--- src/rtl/transeiver_tx_if.sv ---
// Engine/UART-side handshake bundle for transeiver_tx.
// The colour-line request signals exist only when TRAX_TX_COLOR_EN is defined.
interface transeiver_tx_if;
  logic        send;
  logic [21:0] move_in;
  logic        tx_done;
  logic        tx_start;
  logic [7:0]  tx_byte;
  logic        busy;
  logic        end_transmit;
  logic        error;
`ifdef TRAX_TX_COLOR_EN
  logic        send_color;
  logic        color;

  modport master (output send, move_in, tx_done, send_color, color,
                  input  tx_start, tx_byte, busy, end_transmit, error);
  modport slave  (input  send, move_in, tx_done, send_color, color,
                  output tx_start, tx_byte, busy, end_transmit, error);
`else
  modport master (output send, move_in, tx_done,
                  input  tx_start, tx_byte, busy, end_transmit, error);
  modport slave  (input  send, move_in, tx_done,
                  output tx_start, tx_byte, busy, end_transmit, error);
`endif
endinterface

--- src/rtl/transeiver_tx.sv ---
// Serialises a binary move into an ASCII line (col letter, decimal row, tile char, newline) fed byte-wise to a UART TX.
// Define TRAX_TX_COLOR_EN to add the colour-line request (dash, W or B, newline).
module transeiver_tx #(
  parameter int unsigned TIMEOUT_CYCLES = 0
) (
  input logic            clock,
  input logic            reset,
  transeiver_tx_if.slave bus
);
  localparam logic [15:0] TMO = TIMEOUT_CYCLES[15:0];

  typedef enum logic [2:0] {S_IDLE, S_CONVERT, S_LOAD, S_WAIT, S_END} state_t;

  state_t      state_q, state_d;
  logic [4:0]  col_q, col_d;
  logic [1:0]  tile_q, tile_d;
  logic [9:0]  rem_q, rem_d;
  logic [3:0]  hund_q, hund_d, tens_q, tens_d, units_q, units_d;
  logic [1:0]  lead_q, lead_d;
  logic [2:0]  idx_q, idx_d;
  logic [15:0] tmo_q, tmo_d;
  logic        tx_start_q, tx_start_d;
  logic [7:0]  tx_byte_q, tx_byte_d;
  logic        busy_q, busy_d;
  logic        end_q, end_d;
  logic        error_q, error_d;
`ifdef TRAX_TX_COLOR_EN
  logic        cmode_q, cmode_d;
  logic        color_q, color_d;
`endif

  logic [7:0]  in_col;
  logic [11:0] in_row;
  logic [1:0]  in_tile;
  logic        move_ok;
  logic [2:0]  ndig, line_len, dsel;
  logic [3:0]  digit;
  logic [7:0]  line_byte;

  assign in_col  = bus.move_in[21:14];
  assign in_row  = bus.move_in[13:2];
  assign in_tile = bus.move_in[1:0];
  assign move_ok = (in_col <= 8'd26) && (in_row <= 12'd999) && (in_tile != 2'd3);

  // Line layout: col, (3 - lead) significant digits, tile, newline.
  always_comb begin
    ndig      = 3'd3 - {1'b0, lead_q};
    line_len  = ndig + 3'd3;
    dsel      = {1'b0, lead_q} + idx_q - 3'd1;
    digit     = (dsel == 3'd0) ? hund_q : (dsel == 3'd1) ? tens_q : units_q;
    line_byte = 8'h0A;
`ifdef TRAX_TX_COLOR_EN
    if (cmode_q) begin
      line_len = 3'd3;
      if (idx_q == 3'd0)      line_byte = 8'h2D;
      else if (idx_q == 3'd1) line_byte = color_q ? 8'h42 : 8'h57;
    end else
`endif
    if (idx_q == 3'd0) begin
      line_byte = 8'h40 + {3'b000, col_q};
    end else if (idx_q <= ndig) begin
      line_byte = 8'h30 + {4'h0, digit};
    end else if (idx_q == ndig + 3'd1) begin
      line_byte = (tile_q == 2'd0) ? 8'h2B : (tile_q == 2'd1) ? 8'h2F : 8'h5C;
    end
  end

  always_comb begin
    state_d    = state_q;
    col_d      = col_q;
    tile_d     = tile_q;
    rem_d      = rem_q;
    hund_d     = hund_q;
    tens_d     = tens_q;
    units_d    = units_q;
    lead_d     = lead_q;
    idx_d      = idx_q;
    tmo_d      = tmo_q;
    tx_byte_d  = tx_byte_q;
    busy_d     = busy_q;
    tx_start_d = 1'b0;
    end_d      = 1'b0;
    error_d    = 1'b0;
`ifdef TRAX_TX_COLOR_EN
    cmode_d    = cmode_q;
    color_d    = color_q;
`endif
    case (state_q)
      S_IDLE: begin
        idx_d = 3'd0;
`ifdef TRAX_TX_COLOR_EN
        if (bus.send_color) begin
          cmode_d = 1'b1;
          color_d = bus.color;
          busy_d  = 1'b1;
          state_d = S_LOAD;
        end else
`endif
        if (bus.send) begin
          if (move_ok) begin
            col_d   = in_col[4:0];
            tile_d  = in_tile;
            rem_d   = in_row[9:0];
            hund_d  = 4'd0;
            tens_d  = 4'd0;
            busy_d  = 1'b1;
            state_d = S_CONVERT;
`ifdef TRAX_TX_COLOR_EN
            cmode_d = 1'b0;
`endif
          end else begin
            error_d = 1'b1;
          end
        end
      end
      S_CONVERT: begin
        if (rem_q >= 10'd100) begin
          rem_d  = rem_q - 10'd100;
          hund_d = hund_q + 4'd1;
        end else if (rem_q >= 10'd10) begin
          rem_d  = rem_q - 10'd10;
          tens_d = tens_q + 4'd1;
        end else begin
          units_d = rem_q[3:0];
          lead_d  = (hund_q != 4'd0) ? 2'd0 : (tens_q != 4'd0) ? 2'd1 : 2'd2;
          state_d = S_LOAD;
        end
      end
      S_LOAD: begin
        tx_byte_d  = line_byte;
        tx_start_d = 1'b1;
        tmo_d      = 16'd0;
        state_d    = S_WAIT;
      end
      S_WAIT: begin
        if (bus.tx_done) begin
          if (idx_q == line_len - 3'd1) begin
            state_d = S_END;
          end else begin
            idx_d   = idx_q + 3'd1;
            state_d = S_LOAD;
          end
        end else if (TMO != 16'd0) begin
          // UART never acknowledged: abandon the rest of the line.
          tmo_d = tmo_q + 16'd1;
          if (tmo_d == TMO) begin
            error_d = 1'b1;
            busy_d  = 1'b0;
            idx_d   = 3'd0;
            state_d = S_IDLE;
          end
        end
      end
      S_END: begin
        end_d   = 1'b1;
        busy_d  = 1'b0;
        idx_d   = 3'd0;
        state_d = S_IDLE;
      end
      default: state_d = S_IDLE;
    endcase
  end

  always_ff @(posedge clock) begin
    if (reset) begin
      state_q    <= S_IDLE;
      col_q      <= 5'd0;
      tile_q     <= 2'd0;
      rem_q      <= 10'd0;
      hund_q     <= 4'd0;
      tens_q     <= 4'd0;
      units_q    <= 4'd0;
      lead_q     <= 2'd0;
      idx_q      <= 3'd0;
      tmo_q      <= 16'd0;
      tx_start_q <= 1'b0;
      tx_byte_q  <= 8'h00;
      busy_q     <= 1'b0;
      end_q      <= 1'b0;
      error_q    <= 1'b0;
`ifdef TRAX_TX_COLOR_EN
      cmode_q    <= 1'b0;
      color_q    <= 1'b0;
`endif
    end else begin
      state_q    <= state_d;
      col_q      <= col_d;
      tile_q     <= tile_d;
      rem_q      <= rem_d;
      hund_q     <= hund_d;
      tens_q     <= tens_d;
      units_q    <= units_d;
      lead_q     <= lead_d;
      idx_q      <= idx_d;
      tmo_q      <= tmo_d;
      tx_start_q <= tx_start_d;
      tx_byte_q  <= tx_byte_d;
      busy_q     <= busy_d;
      end_q      <= end_d;
      error_q    <= error_d;
`ifdef TRAX_TX_COLOR_EN
      cmode_q    <= cmode_d;
      color_q    <= color_d;
`endif
    end
  end

  assign bus.tx_start     = tx_start_q;
  assign bus.tx_byte      = tx_byte_q;
  assign bus.busy         = busy_q;
  assign bus.end_transmit = end_q;
  assign bus.error        = error_q;
endmodule
--- src/flat_wrapper.sv ---
// flat-port wrapper written by rule: the top's interface ports become plain ports
module transeiver_tx_flat 
#(
  parameter int unsigned TIMEOUT_CYCLES = 0
)
  (clock, reset, bus_send, bus_move_in, bus_tx_done, bus_tx_start, bus_tx_byte, bus_busy, bus_end_transmit, bus_error);
  transeiver_tx_if bus_i ();
  input logic clock;
  input logic reset;
  input wire logic [$bits(bus_i.send)-1:0] bus_send;
  input wire logic [$bits(bus_i.move_in)-1:0] bus_move_in;
  input wire logic [$bits(bus_i.tx_done)-1:0] bus_tx_done;
  output wire logic [$bits(bus_i.tx_start)-1:0] bus_tx_start;
  output wire logic [$bits(bus_i.tx_byte)-1:0] bus_tx_byte;
  output wire logic [$bits(bus_i.busy)-1:0] bus_busy;
  output wire logic [$bits(bus_i.end_transmit)-1:0] bus_end_transmit;
  output wire logic [$bits(bus_i.error)-1:0] bus_error;
  assign bus_i.send = bus_send;
  assign bus_i.move_in = bus_move_in;
  assign bus_i.tx_done = bus_tx_done;
  assign bus_tx_start = bus_i.tx_start;
  assign bus_tx_byte = bus_i.tx_byte;
  assign bus_busy = bus_i.busy;
  assign bus_end_transmit = bus_i.end_transmit;
  assign bus_error = bus_i.error;
  transeiver_tx #(.TIMEOUT_CYCLES(TIMEOUT_CYCLES)) u_core (.clock(clock), .reset(reset), .bus(bus_i));
endmodule
--- config.mk ---
export PLATFORM = sky130hd
export DESIGN_NAME = transeiver_tx_flat
export DESIGN_NICKNAME = d
export VERILOG_FILES = /design/src/rtl/transeiver_tx_if.sv /design/src/rtl/transeiver_tx.sv /design/src/flat_wrapper.sv
export SDC_FILE = /design/constraint.sdc
export NUM_CORES = 1
export LEC_CHECK = 0
export CAP_MARGIN = 30
export CELL_PAD_IN_SITES_DETAIL_PLACEMENT = 2
export CELL_PAD_IN_SITES_GLOBAL_PLACEMENT = 2
export CORE_UTILIZATION = 30
export DETAILED_ROUTE_END_ITERATION = 16
export MAX_ROUTING_LAYER = met4
export PLACE_DENSITY_LB_ADDON = 0.1
export SYNTH_ARGS = -nofsm -noshare
export SYNTH_HDL_FRONTEND = slang
export SYNTH_SLANG_ARGS = --single-unit
export TNS_END_PERCENT = 100
--- constraint.sdc ---
create_clock -name clock -period 2.08 [get_ports clock]
set_input_delay 0.312 -clock clock [delete_from_list [all_inputs] [get_ports clock]]
set_output_delay 0.312 -clock clock [all_outputs]
set_load 0.05 [all_outputs]
# Yosys cells after proc, flatten, opt, wreduce, memory -nomap -nowiden
# Index checks and enable logic that the tools add are counted.
# word_totals
register_bits,49
in_bits,26
output_inout_bits,12
word_cells,112
# op_classes
add_sub_neg,13
order_cmp,5
n_eq_ne,18
n_mux,37
bitwise,4
n_reduce_logical,21
# ops
operator,count
2-to-1 mux 10 bit,4
2-to-1 mux 8 bit,4
2-to-1 mux 4 bit,7
2-to-1 mux 3 bit,8
case mux 10 bit (2 select lines),1
case mux 4 bit (2 select lines),2
"<= comparator 12 x 10 -> 1 bit, second input constant",1
"inequality test 2 bit, second input constant",6
case mux 3 bit (4 select lines),1
AND reduction 3 bit,4
"greater-or-equal comparator 10 x 4 -> 1 bit, second input constant",1
"greater-or-equal comparator 10 x 7 -> 1 bit, second input constant",1
AND reduction 5 bit,2
"subtractor 10 x 4 -> 10 bit, second input constant",1
"subtractor 10 x 7 -> 10 bit, second input constant",1
logical NOT 3 bit,3
"adder 4 x 1 -> 4 bit, second input constant",2
"adder 7 x 5 -> 8 bit, first input constant",1
"<= comparator 8 x 5 -> 1 bit, second input constant",1
AND reduction 4 bit,2
nonzero test 4 bit,2
"adder 6 x 4 -> 7 bit, first input constant",1
2-to-1 mux 7 bit,1
"adder 3 x 1 -> 3 bit, second input constant",2
22 further kinds,39

# Longest topological paths before layout
# logic_depth
ltp_word,8
mapped_depth,10
depth_no_buf,10

# Worst setup path before layout
# No wires, ideal clock.
# synth_timing
path_type,flip-flop to flip-flop
start,reg u_core.idx_q[1]
end,"reg u_core.tx_byte_q[3], in the netlist u_core.bus.tx_byte[3]"
setup_ns,0.132
t_arrival_ns,2.115
required_ns,1.948
slack_ns,-0.167
stages_incl_launch_ff,11
period_less_slack_ns,2.247
cell_sequence,dfxtp_1 -> inv_1 -> ha_1 -> inv_1 -> ha_1 -> xor3_1 -> nor2_2 -> mux2_2 -> o32a_1 -> nand2_1 -> a21oi_1
# synth_via
elab_chain_cells,8
# synth_lines
element,line_no,source
start: declaration,transeiver_tx.sv:20,"logic [2:0] idx_q, idx_d;"
start signal: assignment,transeiver_tx.sv:194,idx_q <= idx_d;
adder 2 x 3 -> 3 bit,transeiver_tx.sv:49,"dsel = {1'b0, lead_q} + idx_q - 3'd1;"
subtractor 3 x 1 -> 3 bit,transeiver_tx.sv:49,
equality test 3 x 1 -> 1 bit,transeiver_tx.sv:50,digit = (dsel == 3'd0) ? hund_q : (dsel == 3'd1) ? tens_q : units_q;
2-to-1 mux 4 bit (2 in series),transeiver_tx.sv:50,
adder 6 x 4 -> 7 bit,transeiver_tx.sv:62,"line_byte = 8'h30 + {4'h0, digit};"
2-to-1 mux 8 bit,transeiver_tx.sv:61,end else if (idx_q <= ndig) begin
2-to-1 mux 8 bit (*),transeiver_tx.sv:59,if (idx_q == 3'd0) begin
end signal: assignment,transeiver_tx.sv:197,tx_byte_q <= tx_byte_d;
end: declaration,transeiver_tx.sv:23,"logic [7:0] tx_byte_q, tx_byte_d;"
# Every way passes the cells marked *; elsewhere a longest branch is shown, timed or not.
# A chain may end at the register's enable or synchronous reset.

# Final worst setup path
# layout_timing
start,reg u_core.rem_q[3]
end,reg u_core.tens_q[0]
# layout_via
elab_chain_cells,3
# layout_lines
element,line_no,source
start: declaration,transeiver_tx.sv:17,"logic [9:0] rem_q, rem_d;"
start signal: assignment,transeiver_tx.sv:189,rem_q <= rem_d;
greater-or-equal comparator 10 x 7 -> 1 bit / greater-or-equal comparator 10 x 4 -> 1 bit (equally long branches),"transeiver_tx.sv:117, transeiver_tx.sv:120",
inequality test 2 bit (no line) / inequality test 2 x 1 -> 1 bit (equally long branches),-,
AND reduction 5 bit (no line) (*),-,
end signal: assignment,transeiver_tx.sv:191,tens_q <= tens_d;
end: declaration,transeiver_tx.sv:18,"logic [3:0] hund_q, hund_d, tens_q, tens_d, units_q, units_d;"
# Marks and branches as above.

==> parameters.txt <==
Parameter                              Value

Outcome
  Status    finished with violations
  Violations in the final reports    setup timing

Finish
  Fraction of the core area covered by cells at the end of the flow    0.474
  Fraction of layout cells with a size suffix above 1    0.353
  Area growth from synthesis to final layout    52.8%
  # fillers    1020
  Total Nets Final    492

Timing
  Post-Route Skew    13.2 ps
  Hold_ws    451 ps
  Max Clk Rate    approximately 450 MHz
  Worst slew pin tran    524 ps
  Final Worst Setup Slack    -142 ps
  Final critical path time including I/O delays and setup    2220 ps
  Final setup viols    20
  Max-slew violation count    0
  Setup repair after global routing missed its margin    yes
  Worst slew margin    0.650
  Final critical-path share of the clock period    1.07
  Number of failing hold endpoints at the final stage    0

Logic synthesis
  Count of mapped cells out of synthesis    338
  Share of flip-flops with an asynchronous set or reset after synthesis    0
  Proportion of netlist area held by the largest area contributor    0.334
  Post-synth top flop    dfxtp_1
  Unique cell type count in the Yosys netlist    62
  Synth warn    0
  Top cell type by total area after synthesis    dfxtp_1
  Avg Inst Size Synth    8.52 um^2
  Post-synth net total    381
  Total standard cell area after synthesis    2880 um^2
  Top cells by area, synth    dfxtp_1 33%, ha_1 7.4%, mux2i_1 6.3%
  Library cell with the highest instance count after synthesis    dfxtp_1
  Leading cell types by count after synthesis    48 x dfxtp_1, 44 x nor2_1, 36 x nand2_1, 20 x a21oi_1, 20 x inv_1
  Portion of the post-synthesis area used by sequential elements    0.334
  Count of state elements after synthesis    48
  Number of synthesized flops with an enable pin    0

Clock tree
  TritonCTS clock tree    built
  Number of clock buffers inserted by TritonCTS    5
  CTS H-tree depth    2
  Hold buffer count at cts    0
  Number of sinks driven by the clock tree    48
  CTS clock-pin slew for the worst setup and hold paths    110 ps
  Skew-Pair Late Insertion Delay    between 300 and 400 ps
  Max Buffers Root-to-Sink    2
  CTS root buf    clkbuf_8

Setup path
  Cells traversed along the worst timing path    ha_1 > a2111o_1 > nor3_2 > nand2b_1 > buf_4 > a31oi_4 > buf_6 > xnor2_1 > nor2_1
  Longest individual stage delay on the worst path    430 ps
  Critical path peak fanout    5
  Critical path startpoint category    flop
  Worst EP arrival    2440 ps
  Gate family responsible for the most delay along the worst path    compound AO/OA/AOI/OAI gates
  Cell with the largest stage delay on the worst path    a2111o_1
  Category of the most critical setup path    reg2reg
  Required time of the critical path    2290 ps
  Number of buffer and inverter instances along the worst setup path    2
  Element type at the critical path end    flop

Power
  Total power density per cell area    about 410 nW/um^2
  Leakage    0.00174 uW
  Maximum ir drop on the vdd rail    218 uV
  Total Power Consumption    1810 uW

Floorplanning
  Floorplan row count    35
  Height of the chip    approximately 100 um
  Initial Util    0.310
  Die width    100 um
  Number of top-level pins    38
  Die footprint    9990 um^2
  Floorplan core area    9280 um^2

Route
  Final ANT Viol Nets    0
  Count of routing violations after the opening detailed-route iteration    76
  DRC viols    0
  Average wire per standard cell    ~19 um
  Via count of the routed design    ~3000
  Detailed Route WL    11300 um
  Pre-Repair DR Iteration Count    4
  Vias per std cell    5.16

Global routing
  Wire length of the first global-routing pass    ~17000 um
  Maximum number of pins on one net before global-route repair    16
  Overflow left after global routing    0
  GRT Total Usage    0.228
  Vias in the first global route    3268
  Antenna violations before repair    0

Flow run
  Max-Cap Viols    0

Placement
  Count of port buffers added during placement    36
  RePlAce Congestion    0.844
  Pre-CTS worst setup slack    -377 ps
  Sum of net half-perimeters after detailed placement    7790 um

Worst hold path
  HP Class    in2reg
flip-flops by register name (all words and copies together) (netlist names):
name,flops
u_core.col_q,5
u_core.units_q,4
u_core.idx_q,3
u_core.state_q,3
u_core.bus.end_transmit,1
u_core.bus.tx_byte,7
u_core.bus.error,1
u_core.bus.tx_start,1
u_core.rem_q,10
u_core.tile_q,2
u_core.lead_q,2
u_core.tens_q,4
u_core.bus.busy,1
u_core.hund_q,4
final timing paths:
kind / slack, ps / startpoint / endpoint / depth (start not counted)
max: -140 / u_core.rem_q[3] / u_core.tens_q[0] / 9
min: 450 / bus_move_in[0] / u_core.tile_q[0] / 4
max reg2reg: -140 / u_core.rem_q[3] / u_core.tens_q[0] / 9
min reg2reg: 460 / u_core.bus.tx_byte[4] / u_core.bus.tx_byte[4] / 2
cell type report:
class | instances | area, um^2 | area share
Antenna cell | 1 | 2.50 | 0.000569
Tap cell | 129 | 161 | 0.0367
Clock inverter | 2 | 13.8 | 0.00313
Sequential cell | 48 | 971 | 0.221
Timing Repair Buffer | 123 | 1060 | 0.240
Clock buffer | 6 | 82.6 | 0.0188
Multi-Input combinational cell | 251 | 2040 | 0.463
Inverter | 20 | 75.1 | 0.0171
power by group:
part / switching (uW) / internal (uW)
sequential: 4.54 / 923
combinational: 113 / 120
clock: 371 / 274
logic make-up after synthesis:
| logic type | share of synthesized area |
|---|---|
| buffers and inverters | 0.0604 |
| adders and majority gates | 0.0739 |
| and+or+nand+nor | 0.223 |
| xor gates and xnor gates | 0.0326 |
| muxes | 0.0743 |
| AOI/OAI and AO/OA | 0.200 |
| DFF | 0.334 |
| other | 0.00130 |
tightest hold or removal path, cell delays in order:
cell and delay (ps):
dlymetal6s2s_1 150, buf_4 130, mux2i_1 60, nor2_1 70
cells in the final DEF, fill, tap and decap left out, types with 4 or more instances in the layout:
master / Yosys / final
dfxtp_1: 48 / 42
o21ai_0: 7 / 4
buf_6: 2 / 6
nand2_2: 0 / 4
clkbuf_8: 0 / 6
a21oi_2: 1 / 5
mux2i_1: 18 / 16
dfxtp_2: 0 / 5
nor2_1: 44 / 41
clkdlybuf4s50_1: 0 / 33
inv_1: 20 / 14
ha_1: 17 / 12
nand3_1: 4 / 4
a21oi_1: 20 / 14
xor2_1: 4 / 4
nor3_1: 10 / 9
o31a_1: 5 / 5
xnor2_1: 4 / 4
inv_2: 0 / 6
nand2_1: 36 / 32
a31oi_1: 4 / 4
buf_4: 2 / 80
ha_4: 0 / 5
routing by layer:
| layer | up-vias | track usage | wire (um) |
|---|---|---|---|
| met5 | - | - | 0 |
| met4 | 0 | 0.0509 | 111 |
| met3 | 13 | 0.0341 | 169 |
| met2 | 39 | 0.416 | 6100 |
| met1 | 1513 | 0.264 | 4900 |
| li1 | 1429 | - | - |
metrics by stage:
stage | setup TNS (ps) | cell area, um^2 | std cells
after floorplan | -138 | 2890 | 338
after global placement | -5880 | 3860 | 557
after detailed placement | -7440 | 3860 | 557
after CTS | -688 | 4210 | 574
after global routing | -3870 | 4400 | 579
final | -1470 | 4400 | 580
timing repair:
action	in CTS	in global routing
endpoints found under the setup margin	24	28
pin swaps	21	20
buffers inserted	9	6
endpoints found under the hold margin	0	0
resized for setup	47	30
No activity file was read; power rests on OpenSTA's default activity.
